`src/rtl/triplet_drainer.sv`:
```
// triplet_drainer
//   Drains (row, col, val) byte triplets from CHANNEL_NUM groups of three FIFO
//   lanes and presents them one at a time on a valid/ready output. A channel is
//   served only when all three of its lanes hold data. Channels are granted
//   round-robin, with channel 0 first after reset.
//   Each triplet takes the states ARB -> READ -> CAPTURE -> OUT, so at most
//   one triplet is presented every 4 cycles.
//
// Parameters
//   CHANNEL_NUM  number of channels (3 lanes each)
//   CH_W         channel index width, ceil(log2(CHANNEL_NUM))
//
// Ports
//   clk         rising-edge clock
//   rst_n       asynchronous active-low reset
//   fifo_dout   lane read data, lane l = 3*channel + field at bits [l*8+7:l*8]
//   fifo_empty  per-lane empty flags
//   fifo_rd     per-lane read enables (asserted only in READ)
//   m_valid     triplet valid
//   m_ready     downstream accept
//   m_channel   source channel of the presented triplet
//   m_row/m_col/m_val  triplet fields 0/1/2
//   busy        high whenever the FSM is not in ARB
//
// Configuration
//   DRAIN_SKIP_ZERO_EN  when defined, triplets whose val byte is 0x00 are
//                       consumed from the FIFOs but never presented.

module triplet_drainer #(
    parameter int CHANNEL_NUM = 4,
    parameter int CH_W        = 2
) (
    input  logic                       clk,
    input  logic                       rst_n,
    input  logic [3*8*CHANNEL_NUM-1:0] fifo_dout,
    input  logic [3*CHANNEL_NUM-1:0]   fifo_empty,
    output logic [3*CHANNEL_NUM-1:0]   fifo_rd,
    output logic                       m_valid,
    input  logic                       m_ready,
    output logic [CH_W-1:0]            m_channel,
    output logic [7:0]                 m_row,
    output logic [7:0]                 m_col,
    output logic [7:0]                 m_val,
    output logic                       busy
);

    typedef enum logic [1:0] {
        ARB,
        READ,
        CAPTURE,
        OUT
    } state_e;

    state_e            state_q, state_d;
    logic [CH_W-1:0]   last_grant_q, last_grant_d;
    logic [CH_W-1:0]   channel_q, channel_d;
    logic [7:0]        row_q, row_d;
    logic [7:0]        col_q, col_d;
    logic [7:0]        val_q, val_d;

    logic [CHANNEL_NUM-1:0]   eligible;
    logic [2*CHANNEL_NUM-1:0] rotated;
    logic                     found;
    logic [CH_W-1:0]          rr_pick;
    logic [23:0]              granted_bytes;

    always_comb begin
        eligible = '0;
        for (int unsigned c = 0; c < CHANNEL_NUM; c++) begin
            eligible[c] = ~|fifo_empty[3*c +: 3];
        end
    end

    // Rotating the doubled eligibility vector puts channel last_grant+1 at
    // bit 0, so the first set bit is the round-robin winner.
    always_comb begin
        rotated = {eligible, eligible} >> (32'(last_grant_q) + 32'd1);
        found   = 1'b0;
        rr_pick = last_grant_q;
        for (int unsigned i = 0; i < CHANNEL_NUM; i++) begin
            if (!found && rotated[i]) begin
                found   = 1'b1;
                rr_pick = CH_W'((32'(last_grant_q) + 32'd1 + i) % CHANNEL_NUM);
            end
        end
    end

    // last_grant_q doubles as the current grant from READ through OUT.
    always_comb begin
        granted_bytes = '0;
        fifo_rd       = '0;
        for (int unsigned c = 0; c < CHANNEL_NUM; c++) begin
            if (CH_W'(c) == last_grant_q) begin
                granted_bytes   = fifo_dout[24*c +: 24];
                fifo_rd[3*c +: 3] = {3{state_q == READ}};
            end
        end
    end

    always_comb begin
        state_d      = state_q;
        last_grant_d = last_grant_q;
        channel_d    = channel_q;
        row_d        = row_q;
        col_d        = col_q;
        val_d        = val_q;
        unique case (state_q)
            ARB: begin
                if (found) begin
                    last_grant_d = rr_pick;
                    state_d      = READ;
                end
            end
            READ: begin
                state_d = CAPTURE;
            end
            CAPTURE: begin
`ifdef DRAIN_SKIP_ZERO_EN
                if (granted_bytes[23:16] == 8'h00) begin
                    state_d = ARB;
                end else begin
                    row_d     = granted_bytes[7:0];
                    col_d     = granted_bytes[15:8];
                    val_d     = granted_bytes[23:16];
                    channel_d = last_grant_q;
                    state_d   = OUT;
                end
`else
                row_d     = granted_bytes[7:0];
                col_d     = granted_bytes[15:8];
                val_d     = granted_bytes[23:16];
                channel_d = last_grant_q;
                state_d   = OUT;
`endif
            end
            OUT: begin
                if (m_ready) begin
                    state_d = ARB;
                end
            end
            default: state_d = ARB;
        endcase
    end

    always_ff @(posedge clk or negedge rst_n) begin
        if (!rst_n) begin
            state_q      <= ARB;
            last_grant_q <= CH_W'(CHANNEL_NUM - 1);
            channel_q    <= '0;
            row_q        <= '0;
            col_q        <= '0;
            val_q        <= '0;
        end else begin
            state_q      <= state_d;
            last_grant_q <= last_grant_d;
            channel_q    <= channel_d;
            row_q        <= row_d;
            col_q        <= col_d;
            val_q        <= val_d;
        end
    end

    assign m_valid   = (state_q == OUT);
    assign busy      = (state_q != ARB);
    assign m_channel = channel_q;
    assign m_row     = row_q;
    assign m_col     = col_q;
    assign m_val     = val_q;

endmodule

```
`config.mk`:
```
export PLATFORM = sky130hd
export DESIGN_NAME = triplet_drainer
export DESIGN_NICKNAME = d
export VERILOG_FILES = /design/src/rtl/triplet_drainer.sv
export SDC_FILE = /design/constraint.sdc
export NUM_CORES = 1
export LEC_CHECK = 0
export ABC_AREA = 0
export CAP_MARGIN = 10
export CORE_MARGIN = 2
export CORE_UTILIZATION = 36
export DETAILED_ROUTE_END_ITERATION = 16
export PLACE_DENSITY = 0.9
export SLEW_MARGIN = 20
export SYNTH_ARGS = -nofsm -noshare
export SYNTH_HDL_FRONTEND = slang
export SYNTH_SLANG_ARGS = --single-unit
```
`constraint.sdc`:
```
create_clock -name clk -period 2.3 [get_ports clk]
set_input_delay 0.46 -clock clk [delete_from_list [all_inputs] [get_ports clk]]
set_output_delay 0.46 -clock clk [all_outputs]
set_load 0.05 [all_outputs]
```
Word-level counts from Yosys, hierarchy flattened
Index checks and enable logic that the tools add are counted.
{ "word_totals": {"register_bits": 30, "latch_bits": 0, "ramBits": 0, "mem_bits_ro": 0, "input_bits": 111, "output_inout_bits": 40, "wordCells": 58, "n_memories": 0} }
{ "classes": {"addsub": 4, "n_mul": 0, "div": 0, "magnitude_cmp": 0, "eq_ne": 8, "shifts": 1, "muxes": 19, "bitwise_logic": 0, "reduce_logical": 20} }
{ "ops": {"columns": ["op", "count"], "rows": [
  ["two-way mux 24 bit", 4],
  ["two-way mux 2 bit", 6],
  ["two-way mux 3 bit", 4],
  ["OR reduction 3 bit", 4],
  ["case mux 2 bit (4 select lines)", 1],
  ["right shift 8 x 3 -> 4 bit", 1],
  ["zero test 1 bit", 7],
  ["adder 2 bit, second input constant", 2],
  ["== test 2 bit, first input constant", 2],
  ["== test 2 bit, second input constant", 2],
  ["zero test 2 bit", 2],
  ["two-way mux 1 bit", 4],
  ["nonzero test 4 bit", 1],
  ["adder 2 x 1 -> 3 bit, second input constant", 1],
  ["logical AND 1 bit", 3],
  ["AND reduction 3 bit", 1],
  ["adder 2 x 1 -> 2 bit, second input constant", 1],
  ["== test 1 x 2 -> 1 bit, first input constant", 1],
  ["== test 2 x 1 -> 1 bit, second input constant", 1],
  ["inequality test 2 x 1 -> 1 bit, second input constant", 1],
  ["inequality test 2 bit, second input constant", 1],
  ["AND reduction 2 bit", 1],
  ["nonzero test 2 bit", 1]
]} }

Logic depth before layout (Yosys ltp)
{ "depth": {"ltp_word": 15, "ltp_mapped": 9} }

Least setup slack after synthesis
No wires, ideal clock.
{ "synth_path": {"path_type": "reg-to-output", "start": "register last_grant_q[1]", "end": "output fifo_rd[10]", "arrival_time_ps": 2157, "t_required_ps": 1840, "slack_ps": -317, "stages_incl_launch_ff": 6, "path_cell_list": "dfstp_2 -> ha_1 -> clkbuf_1 -> clkbuf_1 -> and2_1 -> buf_4"} }
{ "synth_via": {"elab_chain_cells": 2} }
{ "synth_rtl": {"columns": ["element", "line", "text"], "rows": [
  ["from (decl)", "55", "logic [CH_W-1:0] last_grant_q, last_grant_d;"],
  ["from (signal assigned)", "148", "last_grant_q <= CH_W'(CHANNEL_NUM - 1);"],
  ["from (signal assigned)", "155", "last_grant_q <= last_grant_d;"],
  ["== test 2 bit", "93", "if (CH_W'(c) == last_grant_q) begin"],
  ["two-way mux 3 bit", "93", null],
  ["to (decl)", "37", "output logic [3*CHANNEL_NUM-1:0] fifo_rd,"]
]} }
No other way between the ends.

Worst setup path after layout
{ "layout_path": {"start": "register last_grant_q[0]", "end": "output fifo_rd[0]"} }
{ "layout_via": {"elab_chain_cells": 2} }
{ "layout_rtl": {"columns": ["element", "line"], "rows": [
  ["zero test 2 bit", "93"],
  ["two-way mux 3 bit", "93"]
]} }
No other way between the ends.

==> results.toml <==
[drt]
drt_wl_total_mm = 7.73
wl_per_cell_um = 16.4
viasPerCell = 5.39
drtIter0Drc = 105
vias = 2537
detail-route-antenna-nets = 0
first_pass_iters = 5
drcViolationCount = 0

[place]
placed_cell_area_um2 = 3760
dp_hpwl_mm = 5.70
gp_congestion = 0.777
port_buffers = 150

[synth]
synth_seq_area_share_pct = 34.8
yosysTopAreaCell = "dfrtp_1"
synth.area.top_cells = "dfrtp_1, a21oi_1, a221oi_1, nor2b_1, nor3_1"
netlist_instances = 259
synth_top_area_share_pct = 32.4
synth_area_um2 = 2160
yosysWarnings = 0
avgSynthCellArea_um2 = 8.35
synth_cell_types = 35
synth_seq_cells = 30
synth_fp_nets = 379

[worst_setup_path]
crit_fanout = 11
crit_chain = "inv_1 -> ha_1 -> and2_1 -> buf_4"
cp-end-kind = "primary output"
criticalPathCategory = "register to primary output"
slowest_delay_ns = 0.65
regToRegSetupSlack_ns = 0.13
cp.buffers_inverters = 2
crit_path_start = "last_grant_q[0]"
worstPathArrival_ns = 1.73
r2r-start = "last_grant_q[1]"
slowest_stage = "dfstp_2"
r2r_cells = 7
cp_top_family = "flip-flops"
worst_r2r_endpoint = "m_val[1]"
critPathRequiredTime_ns = 1.84
critPathLaunchType = "register"

[timing]
relSlewSlack_pct = 59.9
grt_setup_unrepaired = "no"
finalMaxSlewViolations = 0
period_share_pct = 95.2
tightest_slew_ns = 0.599
whs_ns = 0.487
setup_viol = 0
post-route-min-period_ns = 2.19
tns_ns = 0
timing.fmax_ghz = 0.457
finalClockSkew_ns = 0.00581
hold_viol_final = 0

[grt]
grt_busiest_layer = "met2"
grt_use_total_pct = 21.9
grt_pass1_wl_mm = 11.3
use_met2_pct = 38.6
antenna_found_initial = 0
grt_max_degree = 34
grt_overflow = 0
met1_usage_pct = 25.6
met3_usage_pct = 5.38
grt_pass1_vias = 2434

[floorplanning]
rows = 28
ioPinCount = 151
die_y_um = 81.5
die_w_um = 81.5
die_area_um2 = 6640
fp.coreArea_um2 = 5850
start_util_pct = 37.0

[final_layout]
final_cell_mix = "clkdlybuf4s50_1, a21oi_1, nor3_1, dfrtp_1, nor2_1"
final_common_cell = "clkdlybuf4s50_1"
area_growth_syn_to_layout_pct = 77.8
design_area_um2 = 3840
antennaDiodeCount = 0
drive_above_1_share_pct = 11.4
nets = 516

[cts]
postCtsSetupBuffers = 0
cts_buffer_depth = 2
insertion_delay_ns = 0.27
cts_buffers = 5
cts_tree = "done"
cts_root_buf = "clkbuf_8"
clkSinkCount = 30
htree_levels = 2
clk_pin_slew_ns = 0.06

[power_and_ir_drop]
total_power_uw = 5580
p_leak_uw = 0.00151
vdd_drop_max_mv = 0.726
p_per_area_nw_per_um2 = 1450

[min_path]
whs_path_depth = 1
holdPathEnd = "m_val[6]"
hold_start = "m_val[6]"
hold_class = "register to register"

[outcome]
outcome = "finished, final reports clean"

[flow_run]
drv_cap = 0
timing repair:
| action | CTS | global route |
|---|---|---|
| hold buffers | 0 | 0 |
| resized for setup | 0 | 2 |
| setup endpoints to repair | 0 | 26 |
logic make-up after synthesis:
family,after synthesis,share of synthesized area (%)
AO/OA/AOI/OAI,84,25.1
XOR/XNOR,2,0.810
multiplexers,6,3.12
adder cells (fa/ha/maj),9,5.21
AND/OR/NAND/NOR,92,22.6
buffers and inverters,36,8.33
flip-flops,30,34.8
synth_stat cells:
cell type and number:
mux2_2 2, o21a_1 1, nand4_1 1, o311ai_0 1, nor3b_2 1, inv_1 6
dfstp_2 2, buf_4 10, a21oi_2 1, or3_4 1, nor2b_1 23, o32a_2 1
mux2_4 1, o311ai_1 1, a32oi_1 1, nor2_1 25, ha_1 9, and2_1 4
a211oi_1 1, nand3b_1 1, a221oi_1 23, a21oi_1 49, nand2_1 4, nor2b_4 1
xor2_1 1, clkbuf_1 14, o31ai_2 1, or3_1 3, mux2i_1 3, dfrtp_1 28
o211ai_1 1, buf_2 6, xnor2_1 1, o21ai_0 3, nor3_1 28
per-stage QoR:
stage | utilization (%) | setup slack, ns | instances
floorplan | - | 0.0157 | 259
finish | 65.7 | 0.110 | 471
detailed placement | 64.2 | 0.0512 | 463
CTS | 65.5 | 0.0381 | 470
global placement | 64.2 | 0.214 | 463
global route | 65.7 | 0.0425 | 471
final cells by class:
type,count,area [um^2]
tap,75,93.8
sequential,30,753
timing repair buffer,159,1650
clock buffer,7,76.3
fill,487,2010
multi-input combinational,194,1250
inverter,6,22.5
worst register-to-register path, delay by kind of cell (launching register included):
family / cells / cell delay, ns
buffers and inverters: 1 / 0.14
adders and majority gates: 1 / 0.26
DFF: 1 / 0.63
and+or+nand+nor: 2 / 0.69
AOI/OAI and AO/OA: 3 / 0.38
metal layers:
| metal | part of all wire [%] | vias up |
|---|---|---|
| li1 | - | 1215 |
| met1 | 40 | 1175 |
| met2 | 50 | 131 |
| met3 | 8.6 | 16 |
| met4 | 2.2 | 0 |
| met5 | 0 | - |
sequential cells by signal, indices dropped and copies added (netlist names):
name and cells:
last_grant_q 2, m_channel 2, m_col 8, m_row 8, m_val 8, state_q 2
where the power goes:
group | switching (uW) | leakage [uW] | internal, uW | total [uW]
Clock | 185 | 0.0000383 | 208 | 393
Combinational | 2500 | 0.00113 | 1630 | 4140
Sequential | 212 | 0.000339 | 833 | 1050
worst max-delay path by stage:
stage	end	cells after the start	slack (ns)
2_1_floorplan	fifo_rd[7]	7	0.02
3_3_place_gp	m_col[1]	7	0.21
3_5_place_dp	m_col[1]	7	0.05
4_1_cts	fifo_rd[3]	3	0.04
5_1_grt	fifo_rd[0]	4	0.04
6_report	fifo_rd[0]	4	0.11
No activity file was read; power rests on OpenSTA's default activity.
